### src/rtl/timetag_pkg.sv
// rtl/timetag_pkg.sv - shared timetag record constants and types
package timetag_pkg;

    localparam int TT_DEFAULT_REC_BYTES = 16;

    // Records leave byte 0 (bits 7:0) first.
    localparam bit TT_REC_LITTLE_ENDIAN = 1'b1;

    // host_iface output multiplexer channel assignments
    localparam int unsigned OMUX_CH_STATUS  = 0;
    localparam int unsigned OMUX_CH_RECORDS = 1;
    localparam int unsigned OMUX_CH_COUNT   = 2;

    typedef enum logic {
        RD_IDLE,
        RD_STREAM
    } rd_state_t;

endpackage

### src/rtl/record_serializer.sv
// rtl/record_serializer.sv - byte index and byte/last selection for the head record
module record_serializer
    import timetag_pkg::*;
#(
    parameter int REC_BYTES = TT_DEFAULT_REC_BYTES
) (
    input  logic                   clk_i,
    input  logic                   reset_i,
    input  logic [8*REC_BYTES-1:0] head_i,
    input  logic                   empty_i,
    input  logic                   adv_i,
    output logic [7:0]             data_o,
    output logic                   last_o,
    output logic                   pop_o
);

    localparam int BIDX_W = $clog2(REC_BYTES);
    localparam logic [BIDX_W-1:0] LAST_IDX = BIDX_W'(REC_BYTES - 1);

    logic [BIDX_W-1:0]      bidx;
    logic [BIDX_W-1:0]      byte_sel;
    logic [8*REC_BYTES-1:0] shifted;
    logic                   at_last;

    assign at_last  = (bidx == LAST_IDX);
    assign byte_sel = TT_REC_LITTLE_ENDIAN ? bidx : (LAST_IDX - bidx);
    assign shifted  = head_i >> {byte_sel, 3'b000};

    assign data_o = empty_i ? 8'h00 : shifted[7:0];
    assign last_o = !empty_i && at_last;
    assign pop_o  = adv_i && at_last;

    // bidx is held while the grant is away so the stream resumes on the same byte.
    always_ff @(posedge clk_i) begin
        if (reset_i) begin
            bidx <= '0;
        end else if (adv_i) begin
            bidx <= at_last ? '0 : bidx + 1'b1;
        end
    end

endmodule

### src/rtl/record_fifo.sv
// rtl/record_fifo.sv - multi-record timetag queue streaming bytes to one omux channel (optional RECORD_FIFO_DROP_COUNT_EN)
module record_fifo
    import timetag_pkg::*;
#(
    parameter int REC_BYTES  = TT_DEFAULT_REC_BYTES,
    parameter int DEPTH_LOG2 = 4
) (
    input  logic                   clk_i,
    input  logic                   reset_i,
    input  logic [8*REC_BYTES-1:0] rec_i,
    input  logic                   we_i,
    output logic                   full_o,
    output logic                   empty_o,
    output logic [DEPTH_LOG2:0]    level_o,
    output logic                   omux_req_o,
    input  logic                   omux_sel_i,
    input  logic                   omux_ack_i,
    output logic [7:0]             omux_data_o,
    output logic                   omux_last_o
`ifdef RECORD_FIFO_DROP_COUNT_EN
    ,
    output logic [31:0]            drop_count_o
`endif
);

    localparam int DEPTH = 1 << DEPTH_LOG2;
    localparam logic [DEPTH_LOG2:0] LEVEL_FULL = (DEPTH_LOG2 + 1)'(DEPTH);

    logic [8*REC_BYTES-1:0] mem [DEPTH];
    logic [DEPTH_LOG2-1:0]  wr_ptr;
    logic [DEPTH_LOG2-1:0]  rd_ptr;
    logic [DEPTH_LOG2:0]    level;
    logic [DEPTH_LOG2:0]    level_next;
    logic                   full;
    logic                   empty;
    logic                   adv;
    logic                   pop;
    logic                   push;
    rd_state_t              state;
    rd_state_t              state_next;

    assign full  = (level == LEVEL_FULL);
    assign empty = (level == '0);
    assign adv   = omux_sel_i && omux_ack_i && !empty;
    // A pop frees a slot in the same cycle, so a full queue can still accept.
    assign push  = we_i && (!full || pop);

    assign full_o  = full;
    assign empty_o = empty;
    assign level_o = level;

    always_comb begin
        level_next = level;
        if (push && !pop) begin
            level_next = level + 1'b1;
        end else if (pop && !push) begin
            level_next = level - 1'b1;
        end
    end

    always_ff @(posedge clk_i) begin
        if (reset_i) begin
            wr_ptr <= '0;
            rd_ptr <= '0;
            level  <= '0;
        end else begin
            if (push) begin
                wr_ptr <= wr_ptr + 1'b1;
            end
            if (pop) begin
                rd_ptr <= rd_ptr + 1'b1;
            end
            level <= level_next;
        end
    end

    always_ff @(posedge clk_i) begin
        if (push) begin
            mem[wr_ptr] <= rec_i;
        end
    end

    always_ff @(posedge clk_i) begin
        if (reset_i) begin
            state <= RD_IDLE;
        end else begin
            state <= state_next;
        end
    end

    always_comb begin
        state_next = state;
        omux_req_o = 1'b0;
        case (state)
            RD_IDLE: begin
                if (level_next != '0) begin
                    state_next = RD_STREAM;
                end
            end
            RD_STREAM: begin
                omux_req_o = 1'b1;
                if (level_next == '0) begin
                    state_next = RD_IDLE;
                end
            end
            default: state_next = RD_IDLE;
        endcase
    end

    record_serializer #(
        .REC_BYTES(REC_BYTES)
    ) u_serializer (
        .clk_i   (clk_i),
        .reset_i (reset_i),
        .head_i  (mem[rd_ptr]),
        .empty_i (empty),
        .adv_i   (adv),
        .data_o  (omux_data_o),
        .last_o  (omux_last_o),
        .pop_o   (pop)
    );

`ifdef RECORD_FIFO_DROP_COUNT_EN
    logic        drop;
    logic [31:0] drop_count;

    assign drop         = we_i && full && !pop;
    assign drop_count_o = drop_count;

    always_ff @(posedge clk_i) begin
        if (reset_i) begin
            drop_count <= '0;
        end else if (drop && (drop_count != 32'hFFFF_FFFF)) begin
            drop_count <= drop_count + 1'b1;
        end
    end
`endif

endmodule
### config.mk
export PLATFORM = sky130hd
export DESIGN_NAME = record_fifo
export DESIGN_NICKNAME = d
export VERILOG_FILES = /design/src/rtl/timetag_pkg.sv /design/src/rtl/record_serializer.sv /design/src/rtl/record_fifo.sv
export SDC_FILE = /design/constraint.sdc
export NUM_CORES = 2
export LEC_CHECK = 0
export CAP_MARGIN = 10
export CORE_MARGIN = 5
export CORE_UTILIZATION = 62
export CTS_BUF_LIST = sky130_fd_sc_hd__clkbuf_16
export CTS_CLUSTER_DIAMETER = 80
export CTS_CLUSTER_SIZE = 10
export DETAILED_ROUTE_END_ITERATION = 12
export GPL_ROUTABILITY_DRIVEN = 0
export GPL_TIMING_DRIVEN = 0
export PLACE_DENSITY = 0.79
export SKIP_LAST_GASP = 1
export SYNTH_ARGS = -nofsm -noshare
export SYNTH_HDL_FRONTEND = slang
export SYNTH_SLANG_ARGS = --single-unit
export TNS_END_PERCENT = 100
### constraint.sdc
create_clock -name clk_i -period 15.05 [get_ports clk_i]
set_clock_uncertainty 0.2 [all_clocks]
set_input_delay 1.505 -clock clk_i [delete_from_list [all_inputs] [get_ports clk_i]]
set_output_delay 1.505 -clock clk_i [all_outputs]
set_load 0.03 [all_outputs]
# Yosys cells after proc, flatten, opt, wreduce, memory -nomap -nowiden
# Memories as Yosys holds them, arrays and structs flattened. A register that Yosys moved wholly into a read port is not among the register bits.
# Cells that the tools add are included.
op_classes:
  n_reduce_logical: 15
  add_sub_neg: 5
  bitwise: 1
  eq_ne: 2
  mux: 12
  n_shift: 1
op_table:
  columns: ["cell", "count"]
  rows:
  - ["right shift 128 x 7 -> 8 bit", 1]
  - ["adder 4 x 1 -> 4 bit (second input constant)", 3]
  - ["two-way mux 4 bit", 3]
  - ["logical NOT 5 bit", 2]
  - ["two-way mux 5 bit", 2]
  - ["two-way mux 8 bit", 1]
  - ["logical AND 1 bit", 7]
  - ["adder 5 x 1 -> 5 bit (second input constant)", 1]
  - ["equality test 5 bit (second input constant)", 1]
  - ["two-way mux 1 bit", 5]
  - ["nonzero test 5 bit", 1]
  - ["subtractor 5 x 1 -> 5 bit (second input constant)", 1]
  - ["equality test 4 bit (second input constant)", 1]
  - ["logical NOT 1 bit", 4]
  - ["case mux 1 bit (2 select lines)", 1]
  - ["logical OR 1 bit", 1]
  - ["NOT 1 bit", 1]
word_totals:
  in_bits: 133
  ram_bits: 2048
  regBits: 18
  memories: 1
memory_table:
  columns: ["memory", "depth", "word_bits", "rd", "rd_clocked_by_memory_dff", "write_ports", "line_no", "source"]
  rows:
  - ["mem", 16, 128, 1, 1, 1, "record_fifo.sv:29", "logic [8*REC_BYTES-1:0] mem [DEPTH];"]

# Logic depth before layout (Yosys ltp)
logic_depth:
  depth_word: 13
  depth_mapped: 13

# Hierarchy
# A second synthesis with hierarchy kept.
unflattened:
  cells_unflattened: 3215
  hier_area_um2: 79216.0
modules_own_cells:
  columns: ["module", "cells_per_inst", "area_per_inst_um2", "seq_area_each_um2", "n_inst"]
  rows:
  - ["record_fifo", 3078, 77911.0, 61859.3, 1]
  - ["record_serializer", 137, 1305.0, 80.1, 1]

# Worst setup path before layout
# Ideal clock, no wire load.
synth_path:
  kind: "input to register"
  start: "input omux_sel_i"
  end: "memory mem[3][0] (netlist name) (enable)"
  t_arrival_ns: 11.257
  path_buffers: 2
  path_stages: 7
  slack_ns: 2.821
  path_cell_list: "and2_1 -> and3_1 -> clkbuf_1 -> o21a_1 -> clkbuf_1 -> nand2_1 -> nor3_1"
synth_between:
  elab_chain_len: 7
synth_lines:
  columns: ["element", "line_no", "source"]
  rows:
  - ["start: declaration", "record_fifo.sv:16", "input logic omux_sel_i,"]
  - ["logical AND 1 bit (2 in a row)", "record_fifo.sv:44", "assign adv = omux_sel_i && omux_ack_i && !empty;"]
  - ["logical AND 1 bit", "record_serializer.sv:31", "assign pop_o = adv_i && at_last;"]
  - ["logical OR 1 bit", "record_fifo.sv:46", "assign push = we_i && (!full || pop);"]
  - ["logical AND 1 bit", "record_fifo.sv:46", null]
  - ["two-way mux 1 bit", "record_fifo.sv:78", "if (push) begin"]
  - ["two-way mux 1 bit (not written as such)", "record_fifo.sv:79", "mem[wr_ptr] <= rec_i;"]
  - ["end: declaration", "record_fifo.sv:29", null]
# Every way passes these cells.

==> impl_metrics.toml <==
[die]
dieHeight_um = 369.5
io_pins = 150
fp.coreArea_um2 = 129000
die_area_um2 = 136600
start_util_pct = 62.13
num_rows = 132
die_w_um = 369.5

[routing]
drc = 0
vias = 44770
ant_nets = 0
avgRoutedWirePerCell_um = 42.70
finalWirelength_um = 253600
initialDrtViolationCount = 8875
dr.pass1.iters = 6
drt-vias-per-instance = 7.539

[yosys]
synth-edff-count = 2048
syn_inst = 3591
yosys-top-cells-area = "edfxtp_1 (77%), mux4_2 (11%), mux4_1 (2.1%)"
syn_avg_cell_area_um2 = 22.32
synth_area_um2 = 80150
synth_top_cell_by_area = "edfxtp_1"
synth_top_cell_area_share_pct = 76.73
synth-seq-cells = 2070
synth_cell_types = 71
async_flop_share_pct = 0
yosys_most_used_dff = "edfxtp_1"
yosysWarnings = 0
synth_fp_nets = 3733
ys_seq_area_share_pct = 77.28

[global_route]
grt_start_max_net_pins = 24
grt_pass1_vias = 44310
grt_pass1_wl_um = 347600
track_usage_pct = 37.39
antenna_found_initial = 34
grt-ovfl-total = 0

[clock_tree]
cts_buffer_depth = 3
cts_made_buffers = 225
postCtsSetupRepairBufs = 0
cts_root_buffer = "clkbuf_16"
insertion_delay_ns = 0.85
htreeDepth = 4
clk_pin_slew_ns = 0.06
post_cts_resized = 0
cts_tree = "yes"
cts_sinks = 2070
cts_hold_buffers = 0

[pwr]
vdd_drop_max_uv = 112.3
powerDensity_nw_per_um2 = 124.8
leakage_nw = 28.77
power_mw = 11.55

[sta]
layout_min_cycle_time_ns = 8.886
setup_violations = 0
timing.final.crit_share_pct = 59.04
worstMarginPinSlew_ns = 1.453
drv_slew = 0
finalSetupTns_ns = 0
hold_viol = 0
rsz0062_at_grt = "false"
max_clock_freq_ghz = 0.1125
slew_headroom_pct = 3.118

[critical_path]
timing.rr.end = "mem[2][35]"
slowest_stage = "clkbuf_1"
crit_type = "reg2out"
r2r_slack_ns = 9.40
crit_path_cell_trace = "buf_2 > buf_2 > buf_1 > clkbuf_1 > nand2_1 > nand2_1 > a21oi_1 > a31oi_1 > nand3_1 > o31ai_1 > clkdlybuf4s50_1"
path_delay_family = "buffers and inverters"
endpoint_kind = "output pin"
cp.arrival_ns = 7.18
crit_path_max_incr_delay_ns = 1.02
worstPathMaxFanout = 10
cp_num_buf_inv = 5
startpoint_type = "flop"
required_ns = 13.35
r2r_cells = 16
rr_startpoint = "level_o[0]"

[layout]
drive_gt1_share_pct = 23.48
nets = 4268
area_growth_pct = 15.51
postLayoutCellArea_um2 = 92580
final_cell_mix = "edfxtp_1 (2048), mux4_2 (391), clkbuf_16 (228)"
final_cells = 5938
final_common_cell = "edfxtp_1"
nFillCells = 6964

[place]
placed_area_um2 = 86550
dp_cells = 5638
dpl.hpwl_um = 158400
portBuffers = 148

[hold_path]
min_path_cells = 2
whs_endpoint = "rd_ptr[1]"
worstHoldPathType = "reg2reg"
hold_start = "rd_ptr[1]"

[run]
maxCapViolations = 0

[status]
status = "complete, no violations"
-- cell usage after synthesis, types with 9 or more instances --
cell type and count:
mux4_2 391, edfxtp_1 2048, buf_8 26, a221o_1 10
buf_6 19, dfxtp_1 22, nand2b_1 9, o21ai_0 47
clkbuf_8 9, nor2_1 69, or3_1 9, nand2_1 87
mux4_1 65, a31oi_1 14, buf_2 62, a211oi_1 11
nor4_1 10, mux2_2 9, mux2i_1 170, a22oi_1 90
o211ai_1 11, nand3_1 24, buf_12 12, nand4_1 9
and2_1 11, nor3_1 25, a21oi_1 59, buf_4 22
clkbuf_1 41, a221oi_1 46, inv_1 10, ha_1 9
o22ai_1 16, o221ai_1 16
-- area by class of cell --
class | count | area [um^2] | area share, %
Buffer | 201 | 1645 | 1.777
Antenna cell | 26 | 65.06 | 0.07028
Timing Repair Buffer | 308 | 4149 | 4.482
Tap cell | 1742 | 2180 | 2.354
Clock buffer | 228 | 5705 | 6.163
Inverter | 12 | 45.04 | 0.04866
Multi-Input combinational cell | 1308 | 16640 | 17.97
Sequential cell | 2070 | 61940 | 66.91
Clock inverter | 43 | 206.4 | 0.2230
-- sequential cells by signal (all words and copies together) (netlist names), named ones only --
signal / flops
rd_ptr: 4
mem: 2048
wr_ptr: 4
state: 1
u_serializer.bidx: 4
level_o: 5
-- cells by family after synthesis --
family	Yosys count	synth area share, %
compound gates	374	3.346
xor+xnor	11	0.1202
fa+ha+maj	9	0.1405
buf+inv	213	2.106
flops	2070	77.28
mux	635	15.37
simple gates	279	1.638
-- through the flow --
step                      util [%]  hold WS (ns)  setup slack (ns)
final                        71.77        0.4099             6.164
after global routing         71.74        0.4126             6.461
after CTS                    71.68        0.3986             6.568
after detailed placement     67.10        0.3303             7.549
after global placement       64.97        0.3059            -9.126
after floorplan                  -        0.2678             2.821
-- worst max path at each step --
stage	cells past startpoint	endpoint
after floorplan	7	mem[3][0]
after detailed placement	11	omux_data_o[4]
after global routing	11	omux_data_o[4]
after global placement	8	mem[3][35]
final	11	omux_data_o[4]
after CTS	11	omux_data_o[4]
-- power by group --
| part | leakage [nW] | switching [mW] | internal, mW | total (mW) |
|---|---|---|---|---|
| clock network | 3.03 | 2.08 | 2.65 | 4.73 |
| logic | 7.06 | 0.266 | 0.123 | 0.389 |
| registers | 18.7 | 0.0196 | 6.41 | 6.43 |
-- worst min-delay path, delay by kind of cell, from the launching register on --
family          cells  cell delay (ns)
compound gates      1             0.11
flops               1             0.33
simple gates        1             0.10
-- routing by layer --
metal | up-vias | wire (um) | part of all wire [%] | global-route usage (%)
met2 | 4737 | 114500 | 45 | 55.59
met1 | 22570 | 77760 | 31 | 47.37
met5 | - | 175 | 0.069 | 0
li1 | 16370 | - | - | -
met4 | 24 | 19310 | 7.6 | 23.00
met3 | 1067 | 41770 | 16 | 14.10
No activity file was read; power rests on OpenSTA's default activity.
